==> src/rtl/div_issue_ctrl_pkg.sv <==
// Shared types and constants for the divider issue controller.
// Op encoding: bit0 selects signed division, bit1 selects the remainder.
package div_issue_ctrl_pkg;

  typedef enum logic [2:0] {
    IDLE,
    ISSUE,
    WAIT_BUSY,
    WAIT_DONE,
    RESULT,
    DRAIN
  } state_div_issue_t;

  localparam int OP_SIGNED_BIT    = 0;
  localparam int OP_REM_BIT       = 1;
  localparam int DIV_WATCHDOG_MAX = 255;

endpackage

==> src/rtl/div_issue_ctrl_special_case.sv <==
// Combinational detector for ops that never reach the divider:
// zero denominator and the signed most-negative / -1 overflow.
module div_special_case
  import div_issue_ctrl_pkg::*;
#(
  parameter int DATA_WIDTH = 32
) (
  input  logic                  is_signed,
  input  logic                  want_rem,
  input  logic [DATA_WIDTH-1:0] num,
  input  logic [DATA_WIDTH-1:0] denom,
  output logic                  bypass,
  output logic [DATA_WIDTH-1:0] result
);

  localparam logic signed [DATA_WIDTH-1:0] MOST_NEG = {1'b1, {(DATA_WIDTH-1){1'b0}}};
  localparam logic signed [DATA_WIDTH-1:0] MINUS_ONE = '1;

  logic signed [DATA_WIDTH-1:0] num_s;
  logic signed [DATA_WIDTH-1:0] denom_s;
  logic                         denom_zero;
  logic                         overflow;

  assign num_s   = num;
  assign denom_s = denom;

  always_comb begin
    denom_zero = (denom == '0);
    overflow   = is_signed && (num_s == MOST_NEG) && (denom_s == MINUS_ONE);
    bypass     = denom_zero || overflow;
    result     = '0;
    if (denom_zero) begin
      result = want_rem ? num : '1;
    end else if (overflow) begin
      result = want_rem ? '0 : num;
    end
  end

endmodule

==> src/rtl/div_issue_ctrl.sv <==
// Issue controller in front of the iterative divider: accepts one op, resolves
// trivial cases locally, sequences the divider handshake and returns the result.
module div_issue_ctrl
  import div_issue_ctrl_pkg::*;
#(
  parameter int DATA_WIDTH = 32,
  parameter int TAG_WIDTH  = 4
) (
  input  logic                  clk,
  input  logic                  rst_n,
  input  logic                  in_valid,
  output logic                  in_ready,
  input  logic [1:0]            in_op,
  input  logic [DATA_WIDTH-1:0] in_num,
  input  logic [DATA_WIDTH-1:0] in_denom,
  input  logic [TAG_WIDTH-1:0]  in_tag,
  input  logic                  in_flush,
  output logic                  out_div_enable,
  output logic                  out_div_unsgn_or_sgn,
  output logic [DATA_WIDTH-1:0] out_div_num,
  output logic [DATA_WIDTH-1:0] out_div_denom,
  input  logic [DATA_WIDTH-1:0] in_div_quot,
  input  logic [DATA_WIDTH-1:0] in_div_rem,
  input  logic                  in_div_can_accept_cmd,
  input  logic                  in_div_data_ready,
  output logic                  out_valid,
  input  logic                  out_ready,
  output logic [DATA_WIDTH-1:0] out_data,
  output logic [TAG_WIDTH-1:0]  out_tag
);

  typedef struct packed {
    logic                  is_signed;
    logic                  want_rem;
    logic [DATA_WIDTH-1:0] num;
    logic [DATA_WIDTH-1:0] denom;
    logic [TAG_WIDTH-1:0]  tag;
  } div_op_t;

  state_div_issue_t      state_q;
  state_div_issue_t      state_next;
  div_op_t               op_q;
  logic                  can_prev_q;
  logic [7:0]            wd_q;
  logic                  err_timeout;

  logic                  accept;
  logic                  can_rise;
  logic                  wd_active;
  logic                  wd_expired;
  logic                  wd_abort;
  logic                  bypass;
  logic [DATA_WIDTH-1:0] bypass_result;
  logic [DATA_WIDTH-1:0] div_result;
  logic                  unused_monitor;

  div_special_case #(
    .DATA_WIDTH(DATA_WIDTH)
  ) u_special (
    .is_signed(op_q.is_signed),
    .want_rem (op_q.want_rem),
    .num      (op_q.num),
    .denom    (op_q.denom),
    .bypass   (bypass),
    .result   (bypass_result)
  );

  assign accept     = in_valid && in_ready && !in_flush;
  // data_ready may still be high from the previous op, so completion is taken
  // only from the rising edge of can_accept_cmd.
  assign can_rise   = in_div_can_accept_cmd && !can_prev_q;
  assign wd_active  = (state_q == WAIT_BUSY) || (state_q == WAIT_DONE) || (state_q == DRAIN);
  assign wd_expired = wd_active && (wd_q == 8'(DIV_WATCHDOG_MAX));
  assign div_result = op_q.want_rem ? in_div_rem : in_div_quot;

  assign out_div_unsgn_or_sgn = op_q.is_signed;
  assign out_div_num          = op_q.num;
  assign out_div_denom        = op_q.denom;

  assign unused_monitor = in_div_data_ready ^ err_timeout;

  always_comb begin
    state_next = state_q;
    wd_abort   = 1'b0;
    unique case (state_q)
      IDLE: begin
        if (accept) state_next = ISSUE;
      end
      ISSUE: begin
        if (in_flush)                   state_next = IDLE;
        else if (bypass)                state_next = RESULT;
        else if (in_div_can_accept_cmd) state_next = WAIT_BUSY;
      end
      WAIT_BUSY: begin
        if (in_flush)                    state_next = DRAIN;
        else if (!in_div_can_accept_cmd) state_next = WAIT_DONE;
      end
      WAIT_DONE: begin
        // A flush coinciding with completion has nothing left to drain.
        if (in_flush && can_rise) state_next = IDLE;
        else if (in_flush)        state_next = DRAIN;
        else if (can_rise)        state_next = RESULT;
      end
      RESULT: begin
        if (in_flush || out_ready) state_next = IDLE;
      end
      DRAIN: begin
        if (can_rise) state_next = IDLE;
      end
      default: state_next = IDLE;
    endcase
    if (wd_expired && (state_next == WAIT_BUSY || state_next == WAIT_DONE ||
                       state_next == DRAIN)) begin
      state_next = IDLE;
      wd_abort   = 1'b1;
    end
  end

  always_ff @(posedge clk or negedge rst_n) begin
    if (!rst_n) begin
      state_q        <= IDLE;
      op_q           <= '0;
      can_prev_q     <= 1'b0;
      wd_q           <= '0;
      err_timeout    <= 1'b0;
      in_ready       <= 1'b1;
      out_valid      <= 1'b0;
      out_div_enable <= 1'b0;
      out_data       <= '0;
      out_tag        <= '0;
    end else begin
      state_q        <= state_next;
      can_prev_q     <= in_div_can_accept_cmd;
      in_ready       <= (state_next == IDLE);
      out_valid      <= (state_next == RESULT);
      out_div_enable <= (state_q == ISSUE) && (state_next == WAIT_BUSY);
      wd_q           <= wd_active ? wd_q + 8'd1 : 8'd0;
      if (wd_abort) begin
        err_timeout <= 1'b1;
      end
      if (accept) begin
        op_q.is_signed <= in_op[OP_SIGNED_BIT];
        op_q.want_rem  <= in_op[OP_REM_BIT];
        op_q.num       <= in_num;
        op_q.denom     <= in_denom;
        op_q.tag       <= in_tag;
      end
      // Result and tag are loaded once on entry and then held through backpressure.
      if ((state_q != RESULT) && (state_next == RESULT)) begin
        out_data <= (state_q == ISSUE) ? bypass_result : div_result;
        out_tag  <= op_q.tag;
      end
    end
  end

endmodule

==> config.mk <==
export PLATFORM = sky130hd
export DESIGN_NAME = div_issue_ctrl
export DESIGN_NICKNAME = d
export VERILOG_FILES = /design/src/rtl/div_issue_ctrl_pkg.sv /design/src/rtl/div_issue_ctrl_special_case.sv /design/src/rtl/div_issue_ctrl.sv
export SDC_FILE = /design/constraint.sdc
export NUM_CORES = 1
export LEC_CHECK = 0
export ABC_AREA = 1
export BUFFER_PORTS_ARGS = -buffer_cell sky130_fd_sc_hd__buf_4
export CORE_ASPECT_RATIO = 1.75
export CORE_MARGIN = 2
export CORE_UTILIZATION = 25
export DETAILED_ROUTE_END_ITERATION = 8
export SLEW_MARGIN = 40
export SYNTH_ARGS = -nofsm -noshare
export SYNTH_HDL_FRONTEND = slang
export SYNTH_SLANG_ARGS = --single-unit
export TNS_END_PERCENT = 30
==> constraint.sdc <==
create_clock -name clk -period 2.5 [get_ports clk]
set_input_delay 0.25 -clock clk [delete_from_list [all_inputs] [get_ports clk]]
set_output_delay 0.25 -clock clk [all_outputs]
set_load 0.005 [all_outputs]
==> results <==
- The flow ran to the end, and the final reports show no timing, DRC or antenna violations.
- The first global-routing pass estimated 31.3 mm of wire.
- The number of remaining DRC errors is 0.
- The number of nets in the layout is about 1100.
- After legalization and detailed placement, the total HPWL measured 15.2 mm.
- Summing all flip-flop and latch instances after layout gives 3030 sq um.
- The setup total negative slack is 0 ns.
- The worst setup skew after layout is about 0.014 ns.
- The clock-pin slew on the worst setup and hold paths is 0.06 ns.
- For this design the ratio of total power to cell area is 1140 nW/um^2.
- The endpoint class of the critical path is a flop.
- Across all layers, the routed design uses 5563 vias.
- The final setup violation count is 0.
- In this run the tightest slew margin relative to its limit is 0.658.
- The clock insertion delay at the later pin of the skew report is 0.42 ns.
- The count of placed standard cells in the final layout, fillers left out is 1270.
- The worst-path maximum fanout is 22.
- Counting every net in the synthesized netlist gives approximately 910.
- In this run the tool buffered the top-level ports with 243 buffer cells.
- Data on the critical path arrives at its endpoint at 2.57 ns.
- The power share of the clock group is 0.267.
- The total standard cell area after synthesis is 6400 sq um.
- The footprint of the multi-input gates is 2640 sq um.
- The synthesized design contains between 100 and 150 register bits.
- The number of antenna violations at the first check in global routing is 0.
- The cell-internal power is 6.55 mW.
- The number of antenna diodes in the final layout is 0.
- Of the total power, the share spent switching nets is 0.349.
- Yosys mapped a number of flops with a built-in enable equal to 0.
- The congestion estimate from routability-driven global placement came to 0.832.
- The overall global routing resource usage is 0.152.
- Global routing finished with a remaining overflow of 0.
- The number of unique standard cell types used by synthesis is 31.
- In this run the horizontal extent of the chip is 125 microns.
- The largest net degree at the start of global routing is 63.
- The post-synthesis average cell area is roughly 8.4 sq um.
- Dividing the detail-routed wire length by the instance count gives 16.1 microns.
- The full die area is 27000 sq um.
- The worst path required time is roughly 2.9 ns.
- For this design, the sink count on the clock tree is approximately 120.
- The final routed wirelength across all metal layers is 20.4 mm.
- For this run, the detailed router's first-pass iteration total came to 4.
- The post-route fraction of the period consumed by the critical path is 0.889.
- After filler insertion, the fill cell instance count of the layout stands at 2585.
- The synthesis-to-finish area growth is 37.3%.
- During synthesis, Yosys emitted a total of 0 warnings.
- Measured on the finished design, the core utilization comes to 0.348.
- The post-route minimum period is 2.22 ns.
- The async set-or-reset flop fraction in the synthesized netlist is 1.00.
- The post-synthesis cell count is 765.
- The cell total after placement is about 1200.
- The number of global-route vias before repair is 5691.
- The fraction of layout instances using a drive strength above 1 is 0.376.
- For this run, the register share of the synthesized area comes to 0.473.
- In the routed layout, each cell is associated on average with a via count of 4.38.
- From bottom edge to top edge, the die measures 216 microns.
- The floorplan has 77 rows.
- The share of total power dissipated in combinational logic is 0.380.
- The register share of total power is 0.353.
- Setup repair after global routing left no endpoint under its margin.
- The root buffer cell is sky130_fd_sc_hd__clkbuf_16.
- The transition time at the pin with the least slew margin is between 0.5 and 0.6 ns.
- Derived from the worst setup path, the maximum achievable clock frequency is 0.450 GHz.
- The placeable core region is 25200 sq um.
- The violation count after the first detailed-routing iteration is 210.
- The power spent charging and discharging nets is 3.51 mW.
- The final max-slew violation count is 0.
- The worst-case vdd ir drop is 0.000692 V.
- The type of the setup path with the least slack is flop to flop.
- The top flip-flop cell by instance count after synthesis is sky130_fd_sc_hd__dfrtp_1.
- The level count of the clock H-tree is 4.
- The number of hold-slack violations in the final timing report was 0.
- The initial utilization of the core area, before any placement, comes to 0.254.
- The total clock buffers created by CTS is 17.
- The post-detailed-route count of antenna-violating nets is 0.
- The number of placed I/O pins is 245.
- The CTS tree is yes.
- The class of the worst hold path is input pin to flop.
- The category of the worst setup path launch point is a flop.
- Counting along the longest clock path gives a buffer depth of 2.
- The cell leakage power is 4.40 nW.
- Across the run, the number of max-cap violations was 0.
kinds of logic after synthesis:
group / Yosys count / synth area share
fa+ha+maj: 1 / 0.00195
simple gates: 358 / 0.223
flops: 121 / 0.473
compound gates: 91 / 0.0721
buf+inv: 130 / 0.117
mux: 64 / 0.113
Yosys cell counts (2+ instances only):
library cell               count  area share
sky130_fd_sc_hd__nand3_1       7      0.0055
sky130_fd_sc_hd__inv_2         2      0.0012
sky130_fd_sc_hd__dfrtp_1     120        0.47
sky130_fd_sc_hd__buf_2         6      0.0047
sky130_fd_sc_hd__mux2_2       64        0.11
sky130_fd_sc_hd__buf_4        64       0.075
sky130_fd_sc_hd__buf_1         4      0.0023
sky130_fd_sc_hd__nor3_1        9      0.0070
sky130_fd_sc_hd__nand2_1     266        0.16
sky130_fd_sc_hd__o21ai_0      71       0.055
sky130_fd_sc_hd__clkbuf_1     23       0.013
sky130_fd_sc_hd__o21ai_1       3      0.0023
sky130_fd_sc_hd__inv_1        29       0.017
sky130_fd_sc_hd__buf_6         2      0.0035
sky130_fd_sc_hd__a21oi_1      14       0.011
sky130_fd_sc_hd__nand4_1       8      0.0078
sky130_fd_sc_hd__or2_1         2      0.0020
sky130_fd_sc_hd__nor2_1       58       0.034
placed cells by master, fill, tap and decap left out, types with 4 or more instances in the layout:
cell type                     n
sky130_fd_sc_hd__nand3_1      6
sky130_fd_sc_hd__o21ai_0     71
sky130_fd_sc_hd__mux2_2      64
sky130_fd_sc_hd__a21oi_1     14
sky130_fd_sc_hd__dfrtp_1    120
sky130_fd_sc_hd__bufinv_16    4
sky130_fd_sc_hd__inv_1       28
sky130_fd_sc_hd__nor2_1      58
sky130_fd_sc_hd__clkbuf_16   17
sky130_fd_sc_hd__nand2_1    266
sky130_fd_sc_hd__nand4_1      8
sky130_fd_sc_hd__nor3_1       9
sky130_fd_sc_hd__buf_4      251
sky130_fd_sc_hd__clkbuf_8     4
power groups by stage:
stage                     combinational [mW]  sequential, mW  clock [mW]
after floorplan                         2.46            3.38           0
after global placement                  3.84            3.56           0
after detailed placement                3.88            3.59           0
after CTS                               3.90            3.56        2.78
after global routing                    4.22            3.69        2.85
final                                   3.82            3.55        2.69
worst max-delay path, stage by stage (launching register included):
cell and delay [ns]:
sky130_fd_sc_hd__dfrtp_1 0.40, sky130_fd_sc_hd__or2_1 0.24, sky130_fd_sc_hd__nor2_1 0.16, sky130_fd_sc_hd__nand2_1 0.13
sky130_fd_sc_hd__nor2_1 0.12, sky130_fd_sc_hd__nand3_1 0.11, sky130_fd_sc_hd__nand2_1 0.12, sky130_fd_sc_hd__nand2_1 0.09
sky130_fd_sc_hd__nand2_2 0.10, sky130_fd_sc_hd__nand2_4 0.08, sky130_fd_sc_hd__nor2_8 0.12, sky130_fd_sc_hd__buf_4 0.29
sky130_fd_sc_hd__nand2_1 0.10, sky130_fd_sc_hd__nand2_1 0.08
flip-flops by register name, summed over array words and instances (netlist names):
signal and flops:
out_data 32, out_div_denom 32, out_div_num 32, wd_q 8, op_q 5, out_tag 4, state_q 3, can_prev_q 1
in_ready 1, out_div_enable 1, out_div_unsgn_or_sgn 1, out_valid 1
layout make-up:
cell class / count / area share
multi-input cells: 514 / 0.300
repair buffers: 256 / 0.223
clock buffers: 22 / 0.0551
inverters: 31 / 0.0135
well taps: 316 / 0.0450
clock inverters: 10 / 0.0188
flip-flops and latches: 121 / 0.344
final timing paths:
path                            startpoint                 to  slack (ns)  cells past startpoint
max                        out_div_num[23]       out_data[13]        0.28                     13
min                               in_flush     out_div_enable        0.04                      2
max reg2reg                out_div_num[23]       out_data[13]        0.28                     13
min reg2reg                        op_q[3]         out_tag[3]        0.47                      2
max in group asynchronous            rst_n        out_data[5]        1.36                      3
min in group asynchronous            rst_n  out_div_denom[24]        0.29                      2
stage by stage:
stage                     instance area, sq um  worst slack (ns)  hold WS (ns)  power, mW
final                                     8790             0.278        0.0442       10.1
after floorplan                           6400             0.675       -0.0456       5.84
after CTS                                 8790            0.0702        0.0116       10.2
after global placement                    8120             0.171         0.187       7.41
after detailed placement                  8120            0.0834         0.186       7.47
after global routing                      8790            0.0190        0.0267       10.8
routing by layer:
metal	up-vias	part of all wire	GRT usage
met4	0	0.040	0.0807
met3	42	0.052	0.0367
met5	-	0	0
met1	2590	0.35	0.152
met2	184	0.56	0.286
li1	2747	-	-
what timing repair did:
item                       in CTS  in global routing
setup endpoints to repair       0                 36
setup buffers                   0                  0
hold buffers                    2                  0
resized for setup               0                  2
hold endpoints to repair       23                  0
(Power assumes the default switching activity.)
